### src/rtl/ddr_arb_pkg.sv
// Shared types and constants for the DDR access arbiter: requester indices,
// arbiter state encoding and the 10-bit burst length type.
package ddr_arb_pkg;

  localparam int NUM_REQ = 4;

  localparam logic [1:0] REQ_INSTR = 2'd0;
  localparam logic [1:0] REQ_DATA  = 2'd1;
  localparam logic [1:0] REQ_JMP   = 2'd2;
  localparam logic [1:0] REQ_STORE = 2'd3;

  typedef enum logic [1:0] {
    ST_IDLE = 2'd0,
    ST_BUSY = 2'd1,
    ST_DONE = 2'd2
  } arb_state_e;

  typedef logic [9:0] burst_len_t;

endpackage

### src/rtl/ddr_access_arbiter_rr.sv
// Combinational 4-way round-robin picker: the first set request searching
// upward from ptr+1 (mod 4) wins.
module rr_arbiter_4
  import ddr_arb_pkg::*;
(
  input  logic [NUM_REQ-1:0] req,
  input  logic [1:0]         ptr,
  output logic [NUM_REQ-1:0] winner_onehot,
  output logic [1:0]         winner_idx,
  output logic               any_req
);

  logic       found_s;
  logic [1:0] cand_s;

  // Scan the four positions after the pointer; the pointer itself is checked last.
  always_comb begin
    winner_onehot = {NUM_REQ{1'b0}};
    winner_idx    = ptr;
    found_s       = 1'b0;
    cand_s        = ptr;
    for (int i = 1; i <= NUM_REQ; i++) begin
      cand_s = ptr + 2'(i);
      if (!found_s && req[cand_s]) begin
        found_s               = 1'b1;
        winner_idx            = cand_s;
        winner_onehot[cand_s] = 1'b1;
      end else begin
        found_s = found_s;
      end
    end
  end

  assign any_req = |req;

endmodule

### src/rtl/ddr_access_arbiter.sv
// Shares the single DDR burst port between the instruction-cache read path and
// the data cache's read, jump-address read and store requesters; one burst at a time.
module ddr_access_arbiter
  import ddr_arb_pkg::*;
#(
  parameter int DATA_WIDTH        = 16,
  parameter int DDR_ADDR_WIDTH    = 28,
  parameter int DATA_CACHE_DEPTH  = 16,
  parameter int INSTR_CACHE_DEPTH = 16,
  parameter int TIMEOUT_CYCLES    = 1024
) (
  input  logic                      clk,
  input  logic                      rst,
  input  logic [NUM_REQ-1:0]        req,
  input  logic [DDR_ADDR_WIDTH-1:0] rd_addr_instr,
  input  logic [DDR_ADDR_WIDTH-1:0] rd_addr_data,
  input  logic [DDR_ADDR_WIDTH-1:0] rd_addr_jmp,
  input  logic [DDR_ADDR_WIDTH-1:0] wr_addr_data,
  input  logic [DATA_WIDTH-1:0]     wr_data_in,
  output logic [NUM_REQ-1:0]        grant,
  output logic [NUM_REQ-1:0]        done,
  output logic [NUM_REQ-1:0]        rd_data_valid,
  output logic                      wr_data_req_out,
  output logic                      rd_burst_req,
  output logic [DDR_ADDR_WIDTH-1:0] rd_burst_addr,
  output logic [9:0]                rd_burst_len,
  input  logic                      rd_burst_data_valid,
  input  logic                      rd_burst_finish,
  output logic                      wr_burst_req,
  output logic [DDR_ADDR_WIDTH-1:0] wr_burst_addr,
  output logic [9:0]                wr_burst_len,
  output logic [DATA_WIDTH-1:0]     wr_burst_data,
  input  logic                      wr_burst_data_req,
  input  logic                      wr_burst_finish,
  output logic                      arb_timeout
);

  localparam int CNT_W = (TIMEOUT_CYCLES > 2) ? $clog2(TIMEOUT_CYCLES) : 1;
  localparam logic [CNT_W-1:0] CNT_LAST  = CNT_W'(TIMEOUT_CYCLES - 1);
  localparam burst_len_t       LEN_INSTR = burst_len_t'(INSTR_CACHE_DEPTH);
  localparam burst_len_t       LEN_DATA  = burst_len_t'(DATA_CACHE_DEPTH);
  localparam burst_len_t       LEN_JMP   = 10'd1;

  arb_state_e                state_r, state_s;
  logic [1:0]                ptr_r, ptr_s;
  logic [CNT_W-1:0]          cnt_r, cnt_s;
  logic [NUM_REQ-1:0]        grant_s, done_s;
  logic                      rd_req_s, wr_req_s, timeout_s;
  logic [DDR_ADDR_WIDTH-1:0] rd_addr_s, wr_addr_s, rd_addr_mux_s;
  burst_len_t                rd_len_s, wr_len_s, rd_len_mux_s;
  logic [NUM_REQ-1:0]        win_onehot_s;
  logic [1:0]                win_idx_s;
  logic                      any_req_s, finish_s, busy_s;

  rr_arbiter_4 u_rr (
    .req           (req),
    .ptr           (ptr_r),
    .winner_onehot (win_onehot_s),
    .winner_idx    (win_idx_s),
    .any_req       (any_req_s)
  );

  // Read address/length for whichever reader wins this arbitration round.
  always_comb begin
    rd_addr_mux_s = rd_addr_instr;
    rd_len_mux_s  = LEN_INSTR;
    case (win_idx_s)
      REQ_INSTR: begin rd_addr_mux_s = rd_addr_instr; rd_len_mux_s = LEN_INSTR; end
      REQ_DATA:  begin rd_addr_mux_s = rd_addr_data;  rd_len_mux_s = LEN_DATA;  end
      REQ_JMP:   begin rd_addr_mux_s = rd_addr_jmp;   rd_len_mux_s = LEN_JMP;   end
      default:   begin rd_addr_mux_s = rd_addr_instr; rd_len_mux_s = LEN_INSTR; end
    endcase
  end

  // Only the finish pulse of the direction actually in flight ends the burst.
  assign finish_s = grant[REQ_STORE] ? wr_burst_finish : rd_burst_finish;

  // Next-state and next-output logic for the IDLE -> BUSY -> DONE sequence.
  always_comb begin
    state_s   = state_r;
    ptr_s     = ptr_r;
    cnt_s     = cnt_r;
    grant_s   = grant;
    done_s    = {NUM_REQ{1'b0}};
    rd_req_s  = rd_burst_req;
    wr_req_s  = wr_burst_req;
    rd_addr_s = rd_burst_addr;
    wr_addr_s = wr_burst_addr;
    rd_len_s  = rd_burst_len;
    wr_len_s  = wr_burst_len;
    timeout_s = arb_timeout;
    case (state_r)
      ST_IDLE: begin
        if (any_req_s) begin
          state_s = ST_BUSY;
          grant_s = win_onehot_s;
          ptr_s   = win_idx_s;
          cnt_s   = {CNT_W{1'b0}};
          if (win_idx_s == REQ_STORE) begin
            wr_req_s  = 1'b1;
            wr_addr_s = wr_addr_data;
            wr_len_s  = LEN_DATA;
          end else begin
            rd_req_s  = 1'b1;
            rd_addr_s = rd_addr_mux_s;
            rd_len_s  = rd_len_mux_s;
          end
        end else begin
          state_s = ST_IDLE;
        end
      end
      ST_BUSY: begin
        if (finish_s || (cnt_r == CNT_LAST)) begin
          state_s  = ST_DONE;
          done_s   = grant;
          rd_req_s = 1'b0;
          wr_req_s = 1'b0;
          cnt_s    = {CNT_W{1'b0}};
          // A finish arriving on the last allowed cycle still counts as normal completion.
          if (!finish_s) begin
            timeout_s = 1'b1;
          end else begin
            timeout_s = arb_timeout;
          end
        end else begin
          cnt_s = cnt_r + {{(CNT_W-1){1'b0}}, 1'b1};
        end
      end
      ST_DONE: begin
        state_s = ST_IDLE;
        grant_s = {NUM_REQ{1'b0}};
      end
      default: begin
        state_s  = ST_IDLE;
        grant_s  = {NUM_REQ{1'b0}};
        rd_req_s = 1'b0;
        wr_req_s = 1'b0;
        cnt_s    = {CNT_W{1'b0}};
      end
    endcase
  end

  // State and registered-output update with synchronous reset.
  always_ff @(posedge clk) begin
    if (rst) begin
      state_r       <= ST_IDLE;
      ptr_r         <= REQ_STORE;
      cnt_r         <= {CNT_W{1'b0}};
      grant         <= {NUM_REQ{1'b0}};
      done          <= {NUM_REQ{1'b0}};
      rd_burst_req  <= 1'b0;
      wr_burst_req  <= 1'b0;
      rd_burst_addr <= {DDR_ADDR_WIDTH{1'b0}};
      wr_burst_addr <= {DDR_ADDR_WIDTH{1'b0}};
      rd_burst_len  <= 10'd0;
      wr_burst_len  <= 10'd0;
      arb_timeout   <= 1'b0;
    end else begin
      state_r       <= state_s;
      ptr_r         <= ptr_s;
      cnt_r         <= cnt_s;
      grant         <= grant_s;
      done          <= done_s;
      rd_burst_req  <= rd_req_s;
      wr_burst_req  <= wr_req_s;
      rd_burst_addr <= rd_addr_s;
      wr_burst_addr <= wr_addr_s;
      rd_burst_len  <= rd_len_s;
      wr_burst_len  <= wr_len_s;
      arb_timeout   <= timeout_s;
    end
  end

  // Strobes reach the owner only while its burst is actually in flight.
  assign busy_s          = (state_r == ST_BUSY);
  assign rd_data_valid   = busy_s ? ({NUM_REQ{rd_burst_data_valid}} & grant & 4'b0111) : 4'b0000;
  assign wr_data_req_out = busy_s & wr_burst_data_req & grant[REQ_STORE];
  assign wr_burst_data   = grant[REQ_STORE] ? wr_data_in : {DATA_WIDTH{1'b0}};

endmodule

### config.mk
export PLATFORM = sky130hd
export DESIGN_NAME = ddr_access_arbiter
export DESIGN_NICKNAME = d
export VERILOG_FILES = /design/src/rtl/ddr_arb_pkg.sv /design/src/rtl/ddr_access_arbiter_rr.sv /design/src/rtl/ddr_access_arbiter.sv
export SDC_FILE = /design/constraint.sdc
export NUM_CORES = 1
export LEC_CHECK = 0
export CAP_MARGIN = 30
export CORE_UTILIZATION = 42
export CTS_CLUSTER_DIAMETER = 40
export DETAILED_ROUTE_END_ITERATION = 16
export PLACE_DENSITY = 0.87
export SLEW_MARGIN = 30
export SYNTH_ARGS = -nofsm -noshare
export SYNTH_HDL_FRONTEND = slang
export SYNTH_SLANG_ARGS = --single-unit
### constraint.sdc
create_clock -name clk -period 10.26 [get_ports clk]
set_input_delay 2.052 -clock clk [delete_from_list [all_inputs] [get_ports clk]]
set_output_delay 2.052 -clock clk [all_outputs]
set_load 0.02 [all_outputs]
Word level (Yosys, flattened, before mapping):

Cells that the tools add are included.

* logic and storage cells: 114
* register bits after elaboration: 92
* output and inout port bits: 108
* bits of input ports: 138

* bitwise gates (word level): 11
* $add $sub $neg: 4
* multiplexer cells: 47
* $lt $le $gt $ge: 8
* equality and inequality tests: 10
* reduce and logical (&&, ||, !) cells: 22

Operators with widths (number)
* $pmux W28 S2: 1
* $pmux W10 S3: 1
* $mux W10: 2
* $mux W4: 5
* $mux W1: 18
* $mux W16: 1
* $lt A2 B3 Y1 const B: 4
* $or A4 B4 Y4: 3
* $add A10 B1 Y10 const B: 1
* $eq A10 B10 Y1 const B: 1
* $mux W2: 5
* $reduce_and A3 Y1: 3
* $bmux W1 S2: 4
* $demux W1 S2: 4
* $ge A2 B1 Y1 const B: 4
* $pmux W4 S2: 1
* $reduce_and A4 Y1: 2
* $logic_and A1 B1 Y1: 7
* $eq A2 B2 Y1 const B: 3
* $ne A2 B2 Y1 const B: 3
* $pmux W1 S3: 2
* $reduce_and A2 Y1: 3
* $mux W5: 1
* $not A1 Y1: 5
* 13 further kinds: 18

Depth between registers and ports, before layout:

Gate-level depths: netlist of run 1.

* word-level depth: 17
* mapped depth: 17
* mapped depth without buffers: 12

Modules after synthesis:

Synthesis of run 1 repeated with hierarchy kept, for this count alone.

* cells, all modules: 563
* area, all modules: 4383.0 µm²

Modules (own cells, without submodules)
* ddr_access_arbiter: sequential area each 1681.6 µm², instances 1, cells an instance 508, area an instance 3928.8 µm²
* rr_arbiter_4: sequential area each 0.0 µm², instances 1, cells an instance 55, area an instance 454.2 µm²

Worst setup path after synthesis of run 1:

No wires, ideal clock.

* kind: input to register
* from: input req[1]
* to: register rd_burst_len[4]
* buffers on the path: 3
* required time: 10.132 ns
* slack: 5.709 ns
* stages on the path: 12
* setup time: 0.128 ns
* arrival time: 4.424 ns
* cell sequence: buf_2 > mux4_2 > nor2_1 > and3_1 > a41o_1 > inv_1 > ha_1 > or4_1 > clkbuf_1 > clkbuf_1 > a21oi_1 > nor2_1

* longest elaborated chain between the ends: 15
* elaborated cells between the ends (all ways): 27
* classes of those cells: eq/ne (2); mux (16); bitwise (1); reduce/logical (8)

Ends and longest elaborated chain
* start, declared: RTL line ddr_access_arbiter.sv:14 `input logic [NUM_REQ-1:0] req,`
* $bmux W1 S2: RTL line ddr_access_arbiter_rr.sv:24 `if (!found_s && req[cand_s]) begin`
* $mux W1 (not written as such): RTL line ddr_access_arbiter_rr.sv:24
* $mux W1: RTL line ddr_access_arbiter_rr.sv:24
* $logic_not A1 Y1: RTL line ddr_access_arbiter_rr.sv:24
* $logic_and A1 B1 Y1: RTL line ddr_access_arbiter_rr.sv:24
* $mux W1: RTL line ddr_access_arbiter_rr.sv:24
* $logic_not A1 Y1: RTL line ddr_access_arbiter_rr.sv:24
* $logic_and A1 B1 Y1: RTL line ddr_access_arbiter_rr.sv:24
* $mux W1: RTL line ddr_access_arbiter_rr.sv:24
* $logic_not A1 Y1: RTL line ddr_access_arbiter_rr.sv:24
* $logic_and A1 B1 Y1: RTL line ddr_access_arbiter_rr.sv:24
* $mux W2 (*): RTL line ddr_access_arbiter_rr.sv:24
* net u_rr.winner_idx[1]: RTL line ddr_access_arbiter_rr.sv:9 `output logic [1:0] winner_idx,`
* $eq A2 B2 Y1: RTL line ddr_access_arbiter.sv:99 `if (win_idx_s == REQ_STORE) begin`
* $not A1 Y1 (no source line)
* $reduce_and A3 Y1 (no source line)
* end signal, assigned: RTL line ddr_access_arbiter.sv:168 `rd_burst_len <= rd_len_s;`
* end, declared: RTL line ddr_access_arbiter.sv:26 `output logic [9:0] rd_burst_len,`

The timed path passes the listed nets; every way through them passes the cells marked *. The select of a mux whose other input is x is not followed.
A chain may end at the register's enable or synchronous reset.

Worst setup path in the final report of run 1:

* from: input rd_burst_data_valid
* to: output rd_data_valid[1]

* longest elaborated chain between the ends: 2

Ends and longest elaborated chain
* start, declared: RTL line ddr_access_arbiter.sv:27 `input logic rd_burst_data_valid,`
* $and A3 B3 Y3: RTL line ddr_access_arbiter.sv:176 `assign rd_data_valid = busy_s ? ({NUM_REQ{rd_burst_data_valid}} & grant & 4'b0111) : 4'b0000;`
* $mux W3: RTL line ddr_access_arbiter.sv:176
* end, declared: RTL line ddr_access_arbiter.sv:22 `output logic [NUM_REQ-1:0] rd_data_valid,`

Every way passes these cells.

==> flow_summary.yaml, run 1 <==
grt:
  antenna_found_initial: 0
  grt.total_usage_pct: 22.22
  grt_overflow_total: 0
  grt_pass1_vias: 4154
  grt_max_degree: 70
  grt_pass1_wl_um: 19670
clock_tree:
  holdBufCountCts: 0
  post-cts-setup-buffers: 0
  path_clk_slew_ns: 0.08
  cts_tree: "yes"
  clock-root-buffer: "clkbuf_8"
  cts-resized-gates: 0
  cts_sinks: 84
  cts.htree.levels: 3
  clockBufferDepth: 2
  cts_made_buffers: 9
  clk-insertion-delay-late_ns: 0.34
yosys:
  synthSimpleGateAreaFrac_pct: 22.85
  synthTopCellsByArea: "dfxtp_1 (39%), nand2_1 (13%), a21oi_1 (7.9%), a22oi_1 (5.9%), buf_4 (3.8%)"
  synthTopCellsByCount: "nand2_1 (149), dfxtp_1 (84), a21oi_1 (68), a22oi_1 (34), o21ai_0 (32)"
  synth_top_area_cell: "dfxtp_1"
  ys_seq_area_share_pct: 38.82
  synth_mux_area_share_pct: 3.813
  synth_xor_xnor_area_share_pct: 1.820
  ys_seq_elements: 84
  syn_area_um2: 4332
  synth.avg_cell_area_um2: 7.708
  syn-instance-count: 562
  synth_cell_type_count: 48
  yosysMostFrequentCell: "nand2_1"
  yosys_warnings: 0
  synth_compound_area_share_pct: 20.68
  synth-edff-count: 0
  synth_top_area_share_pct: 38.82
  ys.flop_type: "dfxtp_1"
  synth_top_family_by_area: "simple AND/OR/NAND/NOR gates"
  synth_fa_ha_area_share_pct: 3.466
  async_reset_ff_share_pct: 0
critical_path:
  critPathLaunch: "rd_burst_data_valid"
  crit_arrival_ns: 3.31
  reg2reg_to: "rd_burst_len[4]"
  crit_family: "buffers and inverters"
  required_ns: 8.21
  timing.rr.start: "ptr_r[0]"
  critPathBufInv: 2
  crit_chain: "clkdlybuf4s50_1, and3_1, clkdlybuf4s50_1"
  critPathKind: "input pin to primary output"
  crit_path_end: "rd_data_valid[1]"
  cpPeakStageDelay_ns: 0.61
  reg2reg_depth: 11
  cp_max_fo: 3
  worst-path-stages: 3
  startpoint_type: "input pin"
  crit_path_end_kind: "primary output"
  crit_slowest_cell: "clkdlybuf4s50_1"
  regToRegSetupSlack_ns: 5.84
  path_common_cell: "clkdlybuf4s50_1"
power_and_ir_drop:
  power.density_nw_per_um2: 234.2
  finalPower_mw: 1.569
  leakagePower_nw: 2.453
  ir_worst_vdd_mv: 0.1910
timing:
  period_share_pct: 52.28
  hold_viol_final: 0
  period_minus_slack_ns: 5.364
  setup_tns_ns: 0
  fmax_mhz: 186.4
  tightest_slew_ns: 0.9672
  slew_viol_final: 0
  slew_headroom_pct: 35.52
  finalClockSkew_ns: 0.007863
  rsz0062_at_grt: "no"
  setup_viol: 0
route:
  postRouteWirelength_um: 12250
  antenna_left: 0
  viasPerCell: 5.021
  dr.pass1.iters: 5
  vias: 4494
  drt_iter0_drc: 175
  drc: 0
  wl_per_cell_um: 13.69
die:
  core_um2: 9864
  io_pins: 246
  dieHeight_um: 103.6
  placementRows: 36
  initial_utilization_pct: 43.91
  die_width_um: 103.6
  die_area_um2: 10720
placement:
  numPortBuffers: 227
  dp_hpwl_um: 9200
  placed_area_um2: 6523
  gp_congestion: 0.8462
final_layout:
  nets: 907
  fill_cells: 809
  layout-drive-gt1-share_pct: 4.331
  finish.instance_area_um2: 6700
  multi_input_area_um2: 2369
  ff_latch_area_um2: 1682
  syn_to_final_growth_pct: 54.68
  n_antenna_cell: 0
  final_core_util_pct: 67.92
min_path:
  min_path_type: "register to register"
run_status:
  status: "finished clean"
run:
  max_cap_viol_count: 0
layout by cell type, fill, tap and decap left out, drive strengths merged, types with 9 or more instances in the layout:
cell / count
nor2: 24
a21oi: 68
dfxtp: 84
and2: 21
inv: 9
o21ai: 33
clkbuf: 10
a22oi: 34
conb: 18
nand2: 149
clkdlybuf4s50: 226
ha: 12
worst min-delay path, stage by stage (launching register included):
cell and delay [ns]:
dfxtp_1 0.31, nand2_1 0.05, a21oi_1 0.05
cells by family (layout without fill, tap and decap cells):
logic type,after synthesis,in the layout
DFF,84,84
other,1,18
adders and majority gates,12,12
xor gates and xnor gates,9,9
muxes,11,11
AOI/OAI and AO/OA,150,150
and+or+nand+nor,226,226
buffers and inverters,69,252
cell type report:
type                       instances  area share [%]
inverter                           7          0.3922
clock buffer                      10           1.905
timing repair buffer             229           34.06
multi-input combinational        426           35.35
sequential                        84           25.10
tap                              133           2.484
clock inverter                     6          0.7096
power breakdown:
part           internal (mW)  switching, mW  leakage (nW)
combinational          0.379          0.507          1.69
clock                 0.0897          0.121        0.0755
sequential             0.410         0.0626         0.685
total                  0.879          0.691          2.45
flip-flops by register name (all words and copies together), names as in the netlist:
signal         count
rd_burst_addr     28
wr_burst_addr     28
cnt_r             10
done               4
grant              4
ptr_r              2
rd_burst_len       2
state_r            2
arb_timeout        1
rd_burst_req       1
wr_burst_len       1
wr_burst_req       1
stage by stage:
| step | setup slack [ns] | hold slack (ns) | instances |
|---|---|---|---|
| 2_1_floorplan | 5.709 | 0.4769 | 579 |
| 3_3_place_gp | 4.686 | 0.4419 | 879 |
| 3_5_place_dp | 4.709 | 0.4458 | 879 |
| 4_1_cts | 4.896 | 0.4581 | 895 |
| 5_1_grt | 4.859 | 0.4785 | 895 |
| 6_report | 4.896 | 0.4566 | 895 |
routing by layer:
layer / vias to the layer above / GRT usage [%] / part of all wire [%] / routed length [µm]
met4: 0 / 6.211 / 1.6 / 194
met1: 2031 / 26.29 / 42 / 5131
met5: - / 0 / 0 / 0
met2: 185 / 40.46 / 50 / 6180
met3: 15 / 4.468 / 6.1 / 744
li1: 2263 / - / - / -
worst min-delay path by stage:
stage,from,end,slack [ns],depth (start not counted)
3_5_place_dp,rd_burst_addr[4],rd_burst_addr[4],0.45,2
2_1_floorplan,cnt_r[9],cnt_r[9],0.48,2
4_1_cts,rd_burst_addr[4],rd_burst_addr[4],0.46,2
5_1_grt,wr_burst_addr[19],wr_burst_addr[19],0.48,2
3_3_place_gp,wr_burst_addr[20],wr_burst_addr[20],0.44,2
6_report,rd_burst_addr[21],rd_burst_addr[21],0.46,2
Note: power is estimated with default switching activity, not from simulation.
==> run 2: changes to the inputs <==
--- a/config.mk
+++ b/config.mk
@@ -6,10 +6,10 @@
 export NUM_CORES = 1
 export LEC_CHECK = 0
 export CAP_MARGIN = 30
-export CORE_UTILIZATION = 42
+export CORE_UTILIZATION = 39
 export CTS_CLUSTER_DIAMETER = 40
 export DETAILED_ROUTE_END_ITERATION = 16
-export PLACE_DENSITY = 0.87
+export PLACE_DENSITY = 0.82
 export SLEW_MARGIN = 30
 export SYNTH_ARGS = -nofsm -noshare
 export SYNTH_HDL_FRONTEND = slang
==> constraint.sdc (replaced) <==
create_clock -name clk -period 5.3 [get_ports clk]
set_input_delay 1.06 -clock clk [delete_from_list [all_inputs] [get_ports clk]]
set_output_delay 1.06 -clock clk [all_outputs]
set_load 0.02 [all_outputs]
==> run 2 against run 1 <==
Effect of this change:
- non-clock buffer count rose by 3
- sequential power is 94% higher
- cell count grew 1.1%
- critical endpoint is now rd_burst_len[4]
- largest cell class unchanged
- largest power group unchanged
==> flow_summary.yaml, run 2 (synthesis results as in run 1) <==
run_status:
  status: "finished clean"
final_layout:
  layout-drive-gt1-share_pct: 4.837
  syn_to_final_growth_pct: 55.89
  reg.largest.list: "rd_burst_addr: 28 flops, wr_burst_addr: 28 flops, cnt_r: 10 flops"
  finish.instance_area_um2: 6753
  n_antenna_cell: 0
  most-common-layout-cells: "clkdlybuf4s50_1 (226), nand2_1 (149), dfxtp_1 (84)"
  nets: 910
  layout_commonest_cell: "clkdlybuf4s50_1"
  fill_cells: 981
grt:
  grt.busiest_layer: "met2"
  grt_overflow_total: 0
  met1_usage_pct: 24.38
  use_met2_pct: 37.19
  grt_pass1_wl_um: 19280
  met3_usage_pct: 4.903
  antenna_found_initial: 0
  grt_max_degree: 70
  grt.total_usage_pct: 20.72
  grt_pass1_vias: 4181
power_and_ir_drop:
  power.density_nw_per_um2: 460.2
  leakagePower_nw: 2.493
  ir_worst_vdd_mv: 0.4026
min_path:
  worstHoldPathCells: 2
  min_path_type: "register to register"
critical_path:
  startpoint_type: "register"
  cpPeakStageDelay_ns: 0.97
  critPathKind: "register to register"
  worst-path-stages: 11
  cp_max_fo: 31
  crit_path_end_kind: "register"
  crit_chain: "inv_1, ha_1, mux4_2, mux2_1, and3_1, a41o_1, inv_1, ha_1, or4_2, a21oi_1, nor2_1"
  crit_slowest_cell: "or4_2"
  reg2reg_depth: 11
  crit_family: "simple AND/OR/NAND/NOR gates"
  critPathBufInv: 2
  required_ns: 5.50
  crit_arrival_ns: 4.64
route:
  drt_iter0_drc: 220
  postRouteWirelength_um: 12350
  antenna_left: 0
  vias: 4487
  wl_per_cell_um: 13.64
  drc: 0
  viasPerCell: 4.958
  dr.pass1.iters: 4
clock_tree:
  cts.htree.levels: 3
  clock-root-buffer: "clkbuf_8"
  cts_sinks: 84
  clockBufferDepth: 2
  cts_made_buffers: 9
  post-cts-setup-buffers: 0
  clk-insertion-delay-late_ns: 0.34
  cts_tree: "yes"
  holdBufCountCts: 0
  path_clk_slew_ns: 0.09
  cts-resized-gates: 0
timing:
  period_minus_slack_ns: 4.440
  period_share_pct: 83.78
  setup_tns_ns: 0
  slew_headroom_pct: 43.28
  finalClockSkew_ns: 0.01144
  tightest_slew_ns: 0.8431
  setup_viol: 0
  rsz0062_at_grt: "no"
  slew_viol_final: 0
  fmax_mhz: 225.2
  hold_viol_final: 0
placement:
  numPortBuffers: 227
  dp_hpwl_um: 9371
  placed_area_um2: 6540
  gp_congestion: 0.8301
die:
  core_um2: 10840
  placementRows: 38
  die_width_um: 107.4
  die_area_um2: 11530
  dieHeight_um: 107.4
  initial_utilization_pct: 39.96
  io_pins: 246
run:
  max_cap_viol_count: 0
[run 2: changes by cell type in the layout (fill, tap and decap cells not counted), moves of 2 or more]
cell and change:
buf_4 +3, clkinvlp_4 -2, nor2_2 +2, nor2_4 -2
[run 2: worst min-delay path: cells and delay by family (launching register included)]
family	cells	cell delay [ns]
and+or+nand+nor	1	0.05
DFF	1	0.31
AOI/OAI and AO/OA	1	0.05
[run 2: area by class of cell]
class	instances	area (µm²)	share of cell area, %
inverter	7	26.28	0.3891
sequential	84	1682	24.90
multi-input combinational	426	2356	34.89
timing repair buffer	232	2305	34.13
clock buffer	10	137.6	2.038
tap	140	175.2	2.594
clock inverter	6	71.32	1.056
[run 2: path summary, 6_finish.rpt]
| check | start | to | slack (ns) |
|---|---|---|---|
| max | ptr_r[0] | rd_burst_len[4] | 0.86 |
| min | rd_burst_addr[10] | rd_burst_addr[10] | 0.46 |
| max reg2reg | ptr_r[0] | rd_burst_len[4] | 0.86 |
| min reg2reg | rd_burst_addr[10] | rd_burst_addr[10] | 0.46 |
[run 2: layer usage]
| metal | share of wire [%] | vias to the layer above | wire [µm] |
|---|---|---|---|
| li1 | - | 2267 | - |
| met3 | 8.1 | 12 | 994 |
| met2 | 49 | 173 | 6110 |
| met5 | 0 | - | 0 |
| met1 | 41 | 2035 | 5110 |
| met4 | 1.1 | 0 | 131 |
[run 2: metrics by stage]
step / power [mW] / util (%) / setup WS (ns) / std cells / hold WS (ns)
5_1_grt: 3.345 / 62.29 / 0.6307 / 905 / 0.4745
6_report: 3.107 / 62.29 / 0.8595 / 905 / 0.4563
4_1_cts: 3.132 / 62.26 / 0.8242 / 905 / 0.4571
3_3_place_gp: 2.598 / 60.33 / 0.8401 / 889 / 0.4410
2_1_floorplan: 2.022 / - / 1.488 / 579 / 0.4769
3_5_place_dp: 2.659 / 60.33 / 0.6999 / 889 / 0.4465
[run 2: report_power, final]
part | internal [mW] | total (mW) | switching, mW
Sequential | 0.793 | 0.917 | 0.124
Combinational | 0.740 | 1.72 | 0.982
Clock | 0.235 | 0.468 | 0.233
==> run 3: changes to the inputs <==
--- a/config.mk
+++ b/config.mk
@@ -6,10 +6,10 @@
 export NUM_CORES = 1
 export LEC_CHECK = 0
 export CAP_MARGIN = 30
-export CORE_UTILIZATION = 39
+export CORE_UTILIZATION = 35
 export CTS_CLUSTER_DIAMETER = 40
 export DETAILED_ROUTE_END_ITERATION = 16
-export PLACE_DENSITY = 0.82
+export PLACE_DENSITY = 0.77
 export SLEW_MARGIN = 30
 export SYNTH_ARGS = -nofsm -noshare
 export SYNTH_HDL_FRONTEND = slang
==> constraint.sdc (replaced) <==
create_clock -name clk -period 3.9 [get_ports clk]
set_input_delay 0.78 -clock clk [delete_from_list [all_inputs] [get_ports clk]]
set_output_delay 0.78 -clock clk [all_outputs]
set_load 0.02 [all_outputs]
==> run 3 against run 2 <==
Effect of this change:
- clock power increased by 94%
- first-iteration DRC count increased by 5.5%
- cell count increased by 4.1%
- utilization decreased by 4.1 points
- largest power group unchanged
- cell area increased by 4.0%
- critical path depth unchanged
- hold slack got worse by 0.0048 ns
==> flow_summary.yaml, run 3 (synthesis results as in run 1) <==
run_status:
  status: "finished clean"
timing:
  slew_viol_final: 0
  period_minus_slack_ns: 3.521
  fmax_mhz: 284.0
  finalClockSkew_ns: 0.005660
  tightest_slew_ns: 0.8225
  setup_viol: 0
  slew_headroom_pct: 44.66
  period_share_pct: 90.28
  fin_ws_ns: 0.3790
  setup_tns_ns: 0
  hold_viol_final: 0
  rsz0062_at_grt: "no"
route:
  wl_per_cell_um: 13.31
  postRouteWirelength_um: 12540
  drc: 0
  drt_iter0_drc: 232
  viasPerCell: 4.847
  vias: 4566
  antenna_left: 0
  dr.pass1.iters: 4
die:
  dieHeight_um: 113.3
  io_pins: 246
  die_area_um2: 12830
  die_width_um: 113.3
  initial_utilization_pct: 35.91
  placementRows: 40
  core_um2: 12060
final_layout:
  layout-drive-gt1-share_pct: 5.556
  fill_cells: 1087
  ff_latch_area_um2: 1682
  n_antenna_cell: 0
  most-common-layout-cells: "clkdlybuf4s50_1 (226), nand2_1 (149), dfxtp_1 (84)"
  nets: 920
  reg.largest.list: "rd_burst_addr: 28 flops, wr_burst_addr: 28 flops, cnt_r: 10 flops"
  syn_to_final_growth_pct: 62.16
  finish.instance_area_um2: 7024
  layout_commonest_cell: "clkdlybuf4s50_1"
  multi_input_area_um2: 2352
run:
  max_cap_viol_count: 0
critical_path:
  crit_path_end_kind: "register"
  crit_arrival_ns: 3.72
  required_ns: 4.10
  reg2reg_to: "rd_burst_len[4]"
  critPathLaunch: "req[3]"
  startpoint_type: "input pin"
  regToRegSetupSlack_ns: 0.54
  reg2reg_depth: 12
  critPathKind: "input pin to register"
  cpPeakStageDelay_ns: 0.58
  crit_slowest_cell: "clkdlybuf4s50_1"
  timing.rr.start: "ptr_r[0]"
  cp_max_fo: 15
  crit_chain: "clkdlybuf4s50_1, mux4_2, mux2_1, and3_1, a41o_1, inv_1, ha_1, or4_1, buf_4, a21oi_1, nor2_1"
  crit_path_end: "rd_burst_len[4]"
clock_tree:
  cts-resized-gates: 0
  path_clk_slew_ns: 0.06
  holdBufCountCts: 0
  cts_sinks: 84
  cts_tree: "yes"
  clock-root-buffer: "clkbuf_16"
  post-cts-setup-buffers: 0
  clockBufferDepth: 2
  clk-insertion-delay-late_ns: 0.32
  cts_made_buffers: 9
  cts.htree.levels: 3
grt:
  grt_overflow_total: 0
  grt_pass1_wl_um: 20000
  grt.total_usage_pct: 19.27
  antenna_found_initial: 0
  grt_pass1_vias: 4355
  grt_max_degree: 57
min_path:
  min_path_type: "register to register"
placement:
  numPortBuffers: 227
  placed_area_um2: 6700
  dp_hpwl_um: 9821
  post-place-ws_ns: 0.04049
  gp_congestion: 0.8509
power_and_ir_drop:
  ir_worst_vdd_mv: 0.3093
  leakagePower_nw: 2.615
  power.density_nw_per_um2: 657.8
  finalPower_mw: 4.620
run 3: cell types whose count changed in the layout (fill, tap and decap cells not counted), moves of 4 or more:
cell       delta
buf_4         +6
clkbuf_16     +9
buf_12        +4
clkbuf_8      -9
run 3: cell type report:
| class | instances | share of cell area [%] |
|---|---|---|
| well taps | 168 | 2.993 |
| repair buffers | 242 | 34.59 |
| flip-flops and latches | 84 | 23.94 |
| clock inverters | 5 | 1.211 |
| multi-input cells | 426 | 33.49 |
| clock buffers | 10 | 3.402 |
| inverters | 7 | 0.3741 |
run 3: worst min-delay path by stage:
stage,startpoint,end,depth (start not counted)
after global placement,wr_burst_addr[15],wr_burst_addr[15],2
after CTS,wr_burst_addr[15],wr_burst_addr[15],2
after floorplan,cnt_r[9],cnt_r[9],2
after global routing,rd_burst_addr[23],rd_burst_addr[23],2
final,wr_burst_addr[15],wr_burst_addr[15],2
after detailed placement,wr_burst_addr[15],wr_burst_addr[15],2
run 3: layer usage:
metal | vias up | wire, µm | global-route usage (%)
met1 | 2105 | 4989 | 21.00
li1 | 2286 | - | -
met3 | 8 | 966 | 5.517
met5 | - | 0 | 0
met4 | 0 | 133 | 5.789
met2 | 167 | 6447 | 35.95
run 3: power breakdown:
part,internal (mW),switching [mW]
combinational,1.12,1.38
clock,0.578,0.331
sequential,1.08,0.135
total,2.77,1.85
run 3: per-stage QoR:
step	utilization [%]	std cells	hold slack, ns
CTS	58.24	942	0.4535
finish	58.24	942	0.4516
floorplan	-	579	0.4769
global route	58.24	942	0.4661
global placement	55.55	927	0.4404
detailed placement	55.55	927	0.4453
run 3: worst max-delay path: cells and delay by family:
kind / cells / cell delay, ns
simple gates: 3 / 0.72
fa+ha+maj: 1 / 0.23
mux: 2 / 0.79
buf+inv: 3 / 0.88
compound gates: 2 / 0.31
